**config.mk**
```make
export PLATFORM = sky130hd
export DESIGN_NAME = apb_slave_mux_if_flat
export DESIGN_NICKNAME = d
export VERILOG_FILES = /design/src/rtl/apb_mux_pkg.sv /design/src/rtl/apb_mux_if.sv /design/src/rtl/apb_mux_timeout_cnt.sv /design/src/rtl/apb_slave_mux_if.sv /design/src/flat_wrapper.sv
export SDC_FILE = /design/constraint.sdc
export NUM_CORES = 1
export LEC_CHECK = 0
export CAP_MARGIN = 20
export CORE_ASPECT_RATIO = 0.6
export CORE_MARGIN = 1.5
export CORE_UTILIZATION = 25
export DETAILED_ROUTE_END_ITERATION = 10
export DONT_BUFFER_PORTS = 1
export SYNTH_ARGS = -nofsm -noshare
export SYNTH_HDL_FRONTEND = slang
export SYNTH_HIERARCHICAL = 1
export SYNTH_SLANG_ARGS = --single-unit
```
**constraint.sdc**
```tcl
create_clock -name apb_clk_in -period 2.9 [get_ports apb_clk_in]
set_input_delay 0.435 -clock apb_clk_in [delete_from_list [all_inputs] [get_ports apb_clk_in]]
set_output_delay 0.435 -clock apb_clk_in [all_outputs]
set_load 0.05 [all_outputs]
```
**src/rtl/apb_mux_pkg.sv**
```systemverilog
// Shared encodings for the multi-channel APB completer: one-hot FSM states,
// last-error status codes and a width helper.
package apb_mux_pkg;

  localparam int ST_W = 4;
  localparam logic [ST_W-1:0] S_IDLE   = 4'b0001;
  localparam logic [ST_W-1:0] S_ACCESS = 4'b0010;
  localparam logic [ST_W-1:0] S_DONE   = 4'b0100;
  localparam logic [ST_W-1:0] S_ERROR  = 4'b1000;

  localparam logic [1:0] ERR_OK      = 2'd0;
  localparam logic [1:0] ERR_DECODE  = 2'd1;
  localparam logic [1:0] ERR_TIMEOUT = 2'd2;
  localparam logic [1:0] ERR_SLAVE   = 2'd3;

  // clog2 that never returns 0, so derived vectors are always at least 1 bit
  function automatic int clog2_min1(input int v);
    return (v <= 2) ? 1 : $clog2(v);
  endfunction

endpackage

```
**src/rtl/apb_mux_if.sv**
```systemverilog
// Upstream APB completer bus. Signal names are from the completer's point of view.
interface apb_mux_if #(
  parameter int AW = 32,
  parameter int DW = 32
);
  localparam int SW = DW / 8;

  logic          apb_psel_in;
  logic          apb_penable_in;
  logic          apb_write_in;
  logic [AW-1:0] apb_addr_in;
  logic [DW-1:0] apb_wdata_in;
  logic [SW-1:0] apb_strb_in;
  logic [2:0]    apb_prot_in;
  logic [DW-1:0] apb_rdata_out;
  logic          apb_ready_out;
  logic          apb_slverr_out;

  modport slave (
    input  apb_psel_in, apb_penable_in, apb_write_in, apb_addr_in,
           apb_wdata_in, apb_strb_in, apb_prot_in,
    output apb_rdata_out, apb_ready_out, apb_slverr_out
  );

  modport master (
    output apb_psel_in, apb_penable_in, apb_write_in, apb_addr_in,
           apb_wdata_in, apb_strb_in, apb_prot_in,
    input  apb_rdata_out, apb_ready_out, apb_slverr_out
  );

endinterface

```
**src/rtl/apb_mux_timeout_cnt.sv**
```systemverilog
// Wait-state counter for the access phase; expire_o flags the count reaching
// TIMEOUT_CYCLES. Collapses to a constant when the timeout is disabled.
module apb_mux_timeout_cnt #(
  parameter int TIMEOUT_CYCLES = 16,
  parameter int TO_W           = 5
) (
  input  logic apb_clk_in,
  input  logic apb_rstn_in,
  input  logic clr_i,
  input  logic en_i,
  output logic expire_o
);

  if (TIMEOUT_CYCLES == 0) begin : g_off
    logic unused;
    assign unused   = apb_clk_in ^ apb_rstn_in ^ clr_i ^ en_i;
    assign expire_o = 1'b0;
  end else begin : g_on
    logic [TO_W-1:0] cnt_q, cnt_d;

    assign expire_o = (cnt_q == TO_W'(TIMEOUT_CYCLES));

    always_comb begin
      cnt_d = cnt_q;
      if (clr_i)                 cnt_d = '0;
      else if (en_i && !expire_o) cnt_d = cnt_q + 1'b1;
    end

    always_ff @(posedge apb_clk_in or negedge apb_rstn_in) begin
      if (!apb_rstn_in) cnt_q <= '0;
      else              cnt_q <= cnt_d;
    end
  end

endmodule

```
**src/rtl/apb_slave_mux_if.sv**
```systemverilog
// APB completer fanning out to NUM_CH downstream channels by address window,
// with wait-state timeout, protocol checking and a last-error status code.
module apb_slave_mux_if
  import apb_mux_pkg::*;
#(
  parameter int APB_ADDR_WIDTH = 32,
  parameter int APB_DATA_WIDTH = 32,
  parameter int NUM_CH         = 4,
  parameter int CH_SEL_LSB     = 12,
  parameter int TIMEOUT_CYCLES = 16
) (
  input  logic                             apb_clk_in,
  input  logic                             apb_rstn_in,
  apb_mux_if.slave                         apb_if,
  output logic [NUM_CH-1:0]                other_sel_out,
  output logic [APB_ADDR_WIDTH-1:0]        other_addr_out,
  output logic [APB_DATA_WIDTH-1:0]        other_wdata_out,
  output logic [APB_DATA_WIDTH/8-1:0]      other_strb_out,
  output logic [2:0]                       other_prot_out,
  output logic                             other_write_out,
  input  logic [NUM_CH-1:0]                other_ready_in,
  input  logic [NUM_CH-1:0]                other_error_in,
  input  logic [NUM_CH*APB_DATA_WIDTH-1:0] other_rdata_in,
  output logic [1:0]                       last_err_out
);

  localparam int CH_BITS    = clog2_min1(NUM_CH);
  localparam int STRB_WIDTH = APB_DATA_WIDTH / 8;
  localparam int TO_W       = clog2_min1(TIMEOUT_CYCLES + 1);

  logic [ST_W-1:0]           state_q, state_d;
  logic [APB_ADDR_WIDTH-1:0] addr_q, addr_d;
  logic [APB_DATA_WIDTH-1:0] wdata_q, wdata_d;
  logic [STRB_WIDTH-1:0]     strb_q, strb_d;
  logic [2:0]                prot_q, prot_d;
  logic                      write_q, write_d;
  logic [CH_BITS-1:0]        ch_q, ch_d;
  logic [APB_DATA_WIDTH-1:0] rdata_q, rdata_d;
  logic [1:0]                last_err_q, last_err_d;
  logic                      cnt_en, to_expire;

  // Whole field above CH_SEL_LSB must index a real channel; stray upper bits miss
  logic [APB_ADDR_WIDTH-1:0] idx;
  logic                      hit;
  assign idx = apb_if.apb_addr_in >> CH_SEL_LSB;
  assign hit = (idx < APB_ADDR_WIDTH'(NUM_CH));

  logic [NUM_CH-1:0][APB_DATA_WIDTH-1:0] rdata_arr;
  logic                                  ch_rdy, ch_err;
  logic [APB_DATA_WIDTH-1:0]             ch_rdata;
  assign rdata_arr = other_rdata_in;
  assign ch_rdy    = other_ready_in[ch_q];
  assign ch_err    = other_error_in[ch_q];
  assign ch_rdata  = rdata_arr[ch_q];

  // Master must hold the whole request stable through the access phase
  logic viol;
  assign viol = !apb_if.apb_penable_in
             || (apb_if.apb_addr_in  != addr_q)
             || (apb_if.apb_write_in != write_q)
             || (apb_if.apb_strb_in  != strb_q)
             || (apb_if.apb_prot_in  != prot_q)
             || (write_q && (apb_if.apb_wdata_in != wdata_q));

  apb_mux_timeout_cnt #(
    .TIMEOUT_CYCLES(TIMEOUT_CYCLES),
    .TO_W          (TO_W)
  ) u_to (
    .apb_clk_in (apb_clk_in),
    .apb_rstn_in(apb_rstn_in),
    .clr_i      (state_q != S_ACCESS),
    .en_i       (cnt_en),
    .expire_o   (to_expire)
  );

  always_ff @(posedge apb_clk_in or negedge apb_rstn_in) begin
    if (!apb_rstn_in) state_q <= S_IDLE;
    else              state_q <= state_d;
  end

  always_ff @(posedge apb_clk_in or negedge apb_rstn_in) begin
    if (!apb_rstn_in) begin
      addr_q     <= '0;
      wdata_q    <= '0;
      strb_q     <= '0;
      prot_q     <= '0;
      write_q    <= 1'b0;
      ch_q       <= '0;
      rdata_q    <= '0;
      last_err_q <= ERR_OK;
    end else begin
      addr_q     <= addr_d;
      wdata_q    <= wdata_d;
      strb_q     <= strb_d;
      prot_q     <= prot_d;
      write_q    <= write_d;
      ch_q       <= ch_d;
      rdata_q    <= rdata_d;
      last_err_q <= last_err_d;
    end
  end

  always_comb begin
    state_d    = state_q;
    addr_d     = addr_q;
    wdata_d    = wdata_q;
    strb_d     = strb_q;
    prot_d     = prot_q;
    write_d    = write_q;
    ch_d       = ch_q;
    rdata_d    = rdata_q;
    last_err_d = last_err_q;
    cnt_en     = 1'b0;
    case (state_q)
      S_IDLE: begin
        if (apb_if.apb_psel_in && !apb_if.apb_penable_in) begin
          addr_d  = apb_if.apb_addr_in;
          wdata_d = apb_if.apb_wdata_in;
          strb_d  = apb_if.apb_strb_in;
          prot_d  = apb_if.apb_prot_in;
          write_d = apb_if.apb_write_in;
          ch_d    = idx[CH_BITS-1:0];
          rdata_d = '0;
          if (hit) begin
            state_d = S_ACCESS;
          end else begin
            state_d    = S_ERROR;
            last_err_d = ERR_DECODE;
          end
        end
      end
      S_ACCESS: begin
        if (!apb_if.apb_psel_in) begin
          state_d = S_IDLE;
        end else if (viol || (ch_rdy && ch_err)) begin
          state_d    = S_ERROR;
          last_err_d = ERR_SLAVE;
        end else if (ch_rdy) begin
          state_d    = S_DONE;
          last_err_d = ERR_OK;
          rdata_d    = write_q ? '0 : ch_rdata;
        end else if (to_expire) begin
          state_d    = S_ERROR;
          last_err_d = ERR_TIMEOUT;
        end else begin
          cnt_en = 1'b1;
        end
      end
      default: state_d = S_IDLE;
    endcase
  end

  // Select and completion strobes decode straight from state so reset drops them at once
  always_comb begin
    other_sel_out         = '0;
    apb_if.apb_ready_out  = 1'b0;
    apb_if.apb_slverr_out = 1'b0;
    apb_if.apb_rdata_out  = '0;
    case (state_q)
      S_ACCESS: other_sel_out = NUM_CH'(1) << ch_q;
      S_DONE: begin
        apb_if.apb_ready_out = 1'b1;
        apb_if.apb_rdata_out = rdata_q;
      end
      S_ERROR: begin
        apb_if.apb_ready_out  = 1'b1;
        apb_if.apb_slverr_out = 1'b1;
      end
      default: ;
    endcase
  end

  assign other_addr_out  = addr_q;
  assign other_wdata_out = wdata_q;
  assign other_strb_out  = strb_q;
  assign other_prot_out  = prot_q;
  assign other_write_out = write_q;
  assign last_err_out    = last_err_q;

endmodule

```
**src/flat_wrapper.sv**
```systemverilog
// flat-port wrapper written by rule: the top's interface ports become plain ports
module apb_slave_mux_if_flat import apb_mux_pkg::*;
#(
  parameter int APB_ADDR_WIDTH = 32,
  parameter int APB_DATA_WIDTH = 32,
  parameter int NUM_CH         = 4,
  parameter int CH_SEL_LSB     = 12,
  parameter int TIMEOUT_CYCLES = 16
)
  (apb_clk_in, apb_rstn_in, other_sel_out, other_addr_out, other_wdata_out, other_strb_out, other_prot_out, other_write_out, other_ready_in, other_error_in, other_rdata_in, last_err_out, apb_if_apb_psel_in, apb_if_apb_penable_in, apb_if_apb_write_in, apb_if_apb_addr_in, apb_if_apb_wdata_in, apb_if_apb_strb_in, apb_if_apb_prot_in, apb_if_apb_rdata_out, apb_if_apb_ready_out, apb_if_apb_slverr_out);
  apb_mux_if #(.AW((32)), .DW((32))) apb_if_i ();
  input  logic apb_clk_in;
  input  logic apb_rstn_in;
  output logic [NUM_CH-1:0] other_sel_out;
  output logic [APB_ADDR_WIDTH-1:0] other_addr_out;
  output logic [APB_DATA_WIDTH-1:0] other_wdata_out;
  output logic [APB_DATA_WIDTH/8-1:0] other_strb_out;
  output logic [2:0] other_prot_out;
  output logic other_write_out;
  input  logic [NUM_CH-1:0] other_ready_in;
  input  logic [NUM_CH-1:0] other_error_in;
  input  logic [NUM_CH*APB_DATA_WIDTH-1:0] other_rdata_in;
  output logic [1:0] last_err_out;
  input wire logic [$bits(apb_if_i.apb_psel_in)-1:0] apb_if_apb_psel_in;
  input wire logic [$bits(apb_if_i.apb_penable_in)-1:0] apb_if_apb_penable_in;
  input wire logic [$bits(apb_if_i.apb_write_in)-1:0] apb_if_apb_write_in;
  input wire logic [$bits(apb_if_i.apb_addr_in)-1:0] apb_if_apb_addr_in;
  input wire logic [$bits(apb_if_i.apb_wdata_in)-1:0] apb_if_apb_wdata_in;
  input wire logic [$bits(apb_if_i.apb_strb_in)-1:0] apb_if_apb_strb_in;
  input wire logic [$bits(apb_if_i.apb_prot_in)-1:0] apb_if_apb_prot_in;
  output wire logic [$bits(apb_if_i.apb_rdata_out)-1:0] apb_if_apb_rdata_out;
  output wire logic [$bits(apb_if_i.apb_ready_out)-1:0] apb_if_apb_ready_out;
  output wire logic [$bits(apb_if_i.apb_slverr_out)-1:0] apb_if_apb_slverr_out;
  assign apb_if_i.apb_psel_in = apb_if_apb_psel_in;
  assign apb_if_i.apb_penable_in = apb_if_apb_penable_in;
  assign apb_if_i.apb_write_in = apb_if_apb_write_in;
  assign apb_if_i.apb_addr_in = apb_if_apb_addr_in;
  assign apb_if_i.apb_wdata_in = apb_if_apb_wdata_in;
  assign apb_if_i.apb_strb_in = apb_if_apb_strb_in;
  assign apb_if_i.apb_prot_in = apb_if_apb_prot_in;
  assign apb_if_apb_rdata_out = apb_if_i.apb_rdata_out;
  assign apb_if_apb_ready_out = apb_if_i.apb_ready_out;
  assign apb_if_apb_slverr_out = apb_if_i.apb_slverr_out;
  apb_slave_mux_if #(.APB_ADDR_WIDTH(APB_ADDR_WIDTH), .APB_DATA_WIDTH(APB_DATA_WIDTH), .NUM_CH(NUM_CH), .CH_SEL_LSB(CH_SEL_LSB), .TIMEOUT_CYCLES(TIMEOUT_CYCLES)) u_core (.apb_clk_in(apb_clk_in), .apb_rstn_in(apb_rstn_in), .apb_if(apb_if_i), .other_sel_out(other_sel_out), .other_addr_out(other_addr_out), .other_wdata_out(other_wdata_out), .other_strb_out(other_strb_out), .other_prot_out(other_prot_out), .other_write_out(other_write_out), .other_ready_in(other_ready_in), .other_error_in(other_error_in), .other_rdata_in(other_rdata_in), .last_err_out(last_err_out));
endmodule
```
==> key figures <==
Clock network
  • H-tree depth: 4
  • CTS root buf: clkbuf_16
  • CTS Buf Count: 17
  • Clk slew on worst S/H paths: 0.06 ns
  • CTS tree: done
  • Post CTS Setup Buffer Count: 0
  • CTS Sinks: 115
  • Worst-Skew Late Latency: 0.43 ns
  • CTS Buffer Depth: 2

Logic synthesis
  • Yosys reg bits: 115
  • Sequential-to-total area share from yosys stat: 0.430
  • Avg Cell Area, Syn: 12.8 um2
  • Ys flop type: dfrtp_1
  • Synth Instances: 523
  • Area leader, netlist: dfrtp_1
  • YS warnings: 6
  • Post-synth ARST share: 1.00
  • Synth top area share: 0.426
  • Post-synth top cells: dfrtp_1, mux2_2, xor2_1, inv_1, mux4_2
  • Top-count cell post-synth: dfrtp_1
  • Post-synth EDFFs: 0
  • Synth area leaders: dfrtp_1, mux2_2, mux4_2, xor2_1, o2bb2ai_2
  • Mapped Nets: 737
  • Post-synthesis cell area: 6690 um2
  • Cell variety after synth: 45

Timing
  • Final Slew Violations: 0
  • WHS: -0.301 ns
  • Slew margin rel.: 0.602
  • Clock Skews: 0.00820 ns
  • Fin crit period: 2.73 ns
  • Worst setup margin: 0.171 ns
  • Setup violations, final: 0
  • Period utilisation layout: 0.941
  • Fin. Hold Viols: 115
  • Fmax: 366 MHz
  • Worst slew pin tran: 0.597 ns

GRT
  • Global route overflow: 0
  • Vias in the first global route: 4749
  • Initial antenna violation count: 3
  • First-pass GRT wire length: 29.4 mm
  • Largest net degree at the start of global routing: 116
  • GRT Overall Usage: 0.143

Finish
  • Register Area: 2880 um2
  • Diodes inserted: 0
  • Nets: 818
  • Area of the multi-input gates: 3610 um2
  • Synth-to-Final Area Change: 24.4%
  • Filler cells: 2733
  • Final Cell Area: 8330 um2
  • Layout cell share with drive strength beyond 1: 0.441

Power and ir drop
  • Final Power: 6.25 mW
  • Leakage: 3.50 nW
  • Int Power: 3.82 mW
  • Clock share of power: 0.316
  • Switching Share: 0.388
  • Comb pwr share: 0.361
  • Cell Pwr Density: 750 nW/um2
  • P_sw: 2.42 mW
  • Sequential power share: 0.322
  • Peak VDD IR: 440 uV

Run
  • Max Cap Violations: 0

Drt
  • # DRC: 0
  • Drt pass-1 iters: 5
  • Total wire length: 19.6 mm
  • Via count: 4622
  • Drt wl/cell: 20.1 um
  • Vias/cell: 4.73
  • Initial drt markers: 171
  • ANT nets after route: 0

Floorplan
  • DIE WIDTH: 214 um
  • Die Ht: 130 um
  • Core box area: 26400 um2
  • Die ar.: 27800 um2
  • Top-level I/O count: 324
  • Num rows: 46
  • Starting density of the core: 0.254

Critical path
  • Worst path max stage delay: 0.68 ns
  • Critical Path RT: 3.25 ns
  • CP Max Fanout: 32
  • CP arrival: 3.08 ns
  • CP max stage cell: or4_2
  • Setup crit end kind: flop
  • CP cell instances: xor2_1, nor4_1, nand4_1, nor4_4, nand3_1, or4_2, buf_12, o2bb2ai_2
  • Crit Path Category: flop to flop
  • Startpoint types: flop

Outcome
  • Failing checks: negative hold slack
  • Outcome: complete, but fails checks

Placement
  • Area after DPL: 7770 um2
  • PortBufs: 0
  • Pre-CTS WS: 0.0335 ns
  • HPWL after detailed placement: 15.0 mm
  • GPL Wtd Cong: 0.762

Worst hold path
  • HP Class: primary input to asynchronous set/reset pin
-- metrics by stage --
stage	std cells	util	hold slack, ns	TNS (ns)
2_1_floorplan	523	-	0.139	-0.0699
3_3_place_gp	945	0.295	0.143	0
3_5_place_dp	945	0.295	0.142	0
4_1_cts	977	0.315	-0.335	0
5_1_grt	977	0.316	-0.342	-0.0310
6_report	977	0.316	-0.301	0
-- flip-flops by register name (all words and copies together) (netlist names) --
register                flops
u_core/other_write_out      1
u_core/other_strb_out       4
u_core/rdata_q             32
u_core/state_q              4
u_core/other_wdata_out     32
u_core/u_to/g_on.cnt_q      5
u_core/last_err_out         2
u_core/other_prot_out       3
u_core/other_addr_out      32
-- power by group through the flow --
stage	Clock [mW]	Sequential, mW	Combinational, mW
2_1_floorplan	0	2.81	0.854
3_3_place_gp	0	2.04	2.25
3_5_place_dp	0	2.04	2.26
4_1_cts	2.04	2.02	2.27
5_1_grt	2.12	2.05	2.39
6_report	1.98	2.01	2.26
-- cell type report --
class	count	area share
Clock buffer	18	0.0515
Clock inverter	14	0.0140
Inverter	37	0.0167
Multi-Input combinational cell	345	0.434
Sequential cell	115	0.346
Tap cell	360	0.0541
Timing Repair Buffer	88	0.0838
-- cell families (layout without fill, tap and decap cells) --
family	Yosys count	in the layout	share of synthesized area
xor+xnor	75	75	0.0981
fa+ha+maj	2	2	0.00374
flops	115	115	0.430
simple gates	116	116	0.106
mux	108	108	0.239
buf+inv	63	157	0.0398
compound gates	44	44	0.0834
-- path summary, 6_finish.rpt --
kind	start	endpoint	slack, ns	depth (start not counted)
setup reg to reg	u_core/other_prot_out[0]$_DFFE_PN0P_	u_core/rdata_q[27]$_DFFE_PN0P_	0.17	8
setup / recovery	u_core/other_prot_out[0]$_DFFE_PN0P_	u_core/rdata_q[27]$_DFFE_PN0P_	0.17	8
hold / removal	apb_rstn_in	u_core/other_addr_out[6]$_DFFE_PN0P_	-0.30	0
hold reg to reg	u_core/rdata_q[15]$_DFFE_PN0P_	u_core/rdata_q[15]$_DFFE_PN0P_	0.49	1
max in group asynchronous	apb_rstn_in	u_core/state_q[0]$_DFFE_PN1P_	2.94	0
min in group apb_clk_in	apb_if_apb_addr_in[10]	u_core/other_addr_out[10]$_DFFE_PN0P_	0.15	1
-- critical path, delay by kind of cell, from the launching register on --
kind | cells | cell delay [ns]
AOI/OAI and AO/OA | 1 | 0.16
xor gates and xnor gates | 1 | 0.18
buffers and inverters | 1 | 0.22
DFF | 1 | 0.38
and+or+nand+nor | 5 | 1.68
-- cells in the final DEF (no fill, tap or decap), types with 4 or more instances in the layout --
cell type | Yosys | routed
clkinv_2 | 0 | 6
clkbuf_16 | 0 | 17
buf_4 | 0 | 85
nor2_1 | 11 | 11
o2bb2ai_2 | 30 | 30
nand4_1 | 9 | 9
clkinvlp_4 | 0 | 4
mux2_2 | 73 | 73
nor4_1 | 28 | 27
mux4_2 | 34 | 34
inv_1 | 37 | 37
and2_1 | 32 | 32
xor2_1 | 69 | 69
dfrtp_1 | 114 | 112
nand2_1 | 8 | 8
xnor2_1 | 6 | 6
-- repair_timing --
| action | 4_1_cts | 5_1_grt |
|---|---|---|
| gates resized for setup | 0 | 3 |
| endpoints found under the setup margin | 0 | 34 |
| endpoints found under the hold margin | 115 | 115 |
-- metal layers --
| layer | wire (um) | global-route usage | vias to the layer above | part of all wire |
|---|---|---|---|---|
| li1 | - | - | 2090 | - |
| met1 | 8620 | 0.179 | 2330 | 0.44 |
| met2 | 8880 | 0.219 | 182 | 0.45 |
| met3 | 1870 | 0.0739 | 18 | 0.095 |
| met4 | 231 | 0.0381 | 2 | 0.012 |
| met5 | 19 | 0 | - | 0.00097 |
(Power assumes the default switching activity.)
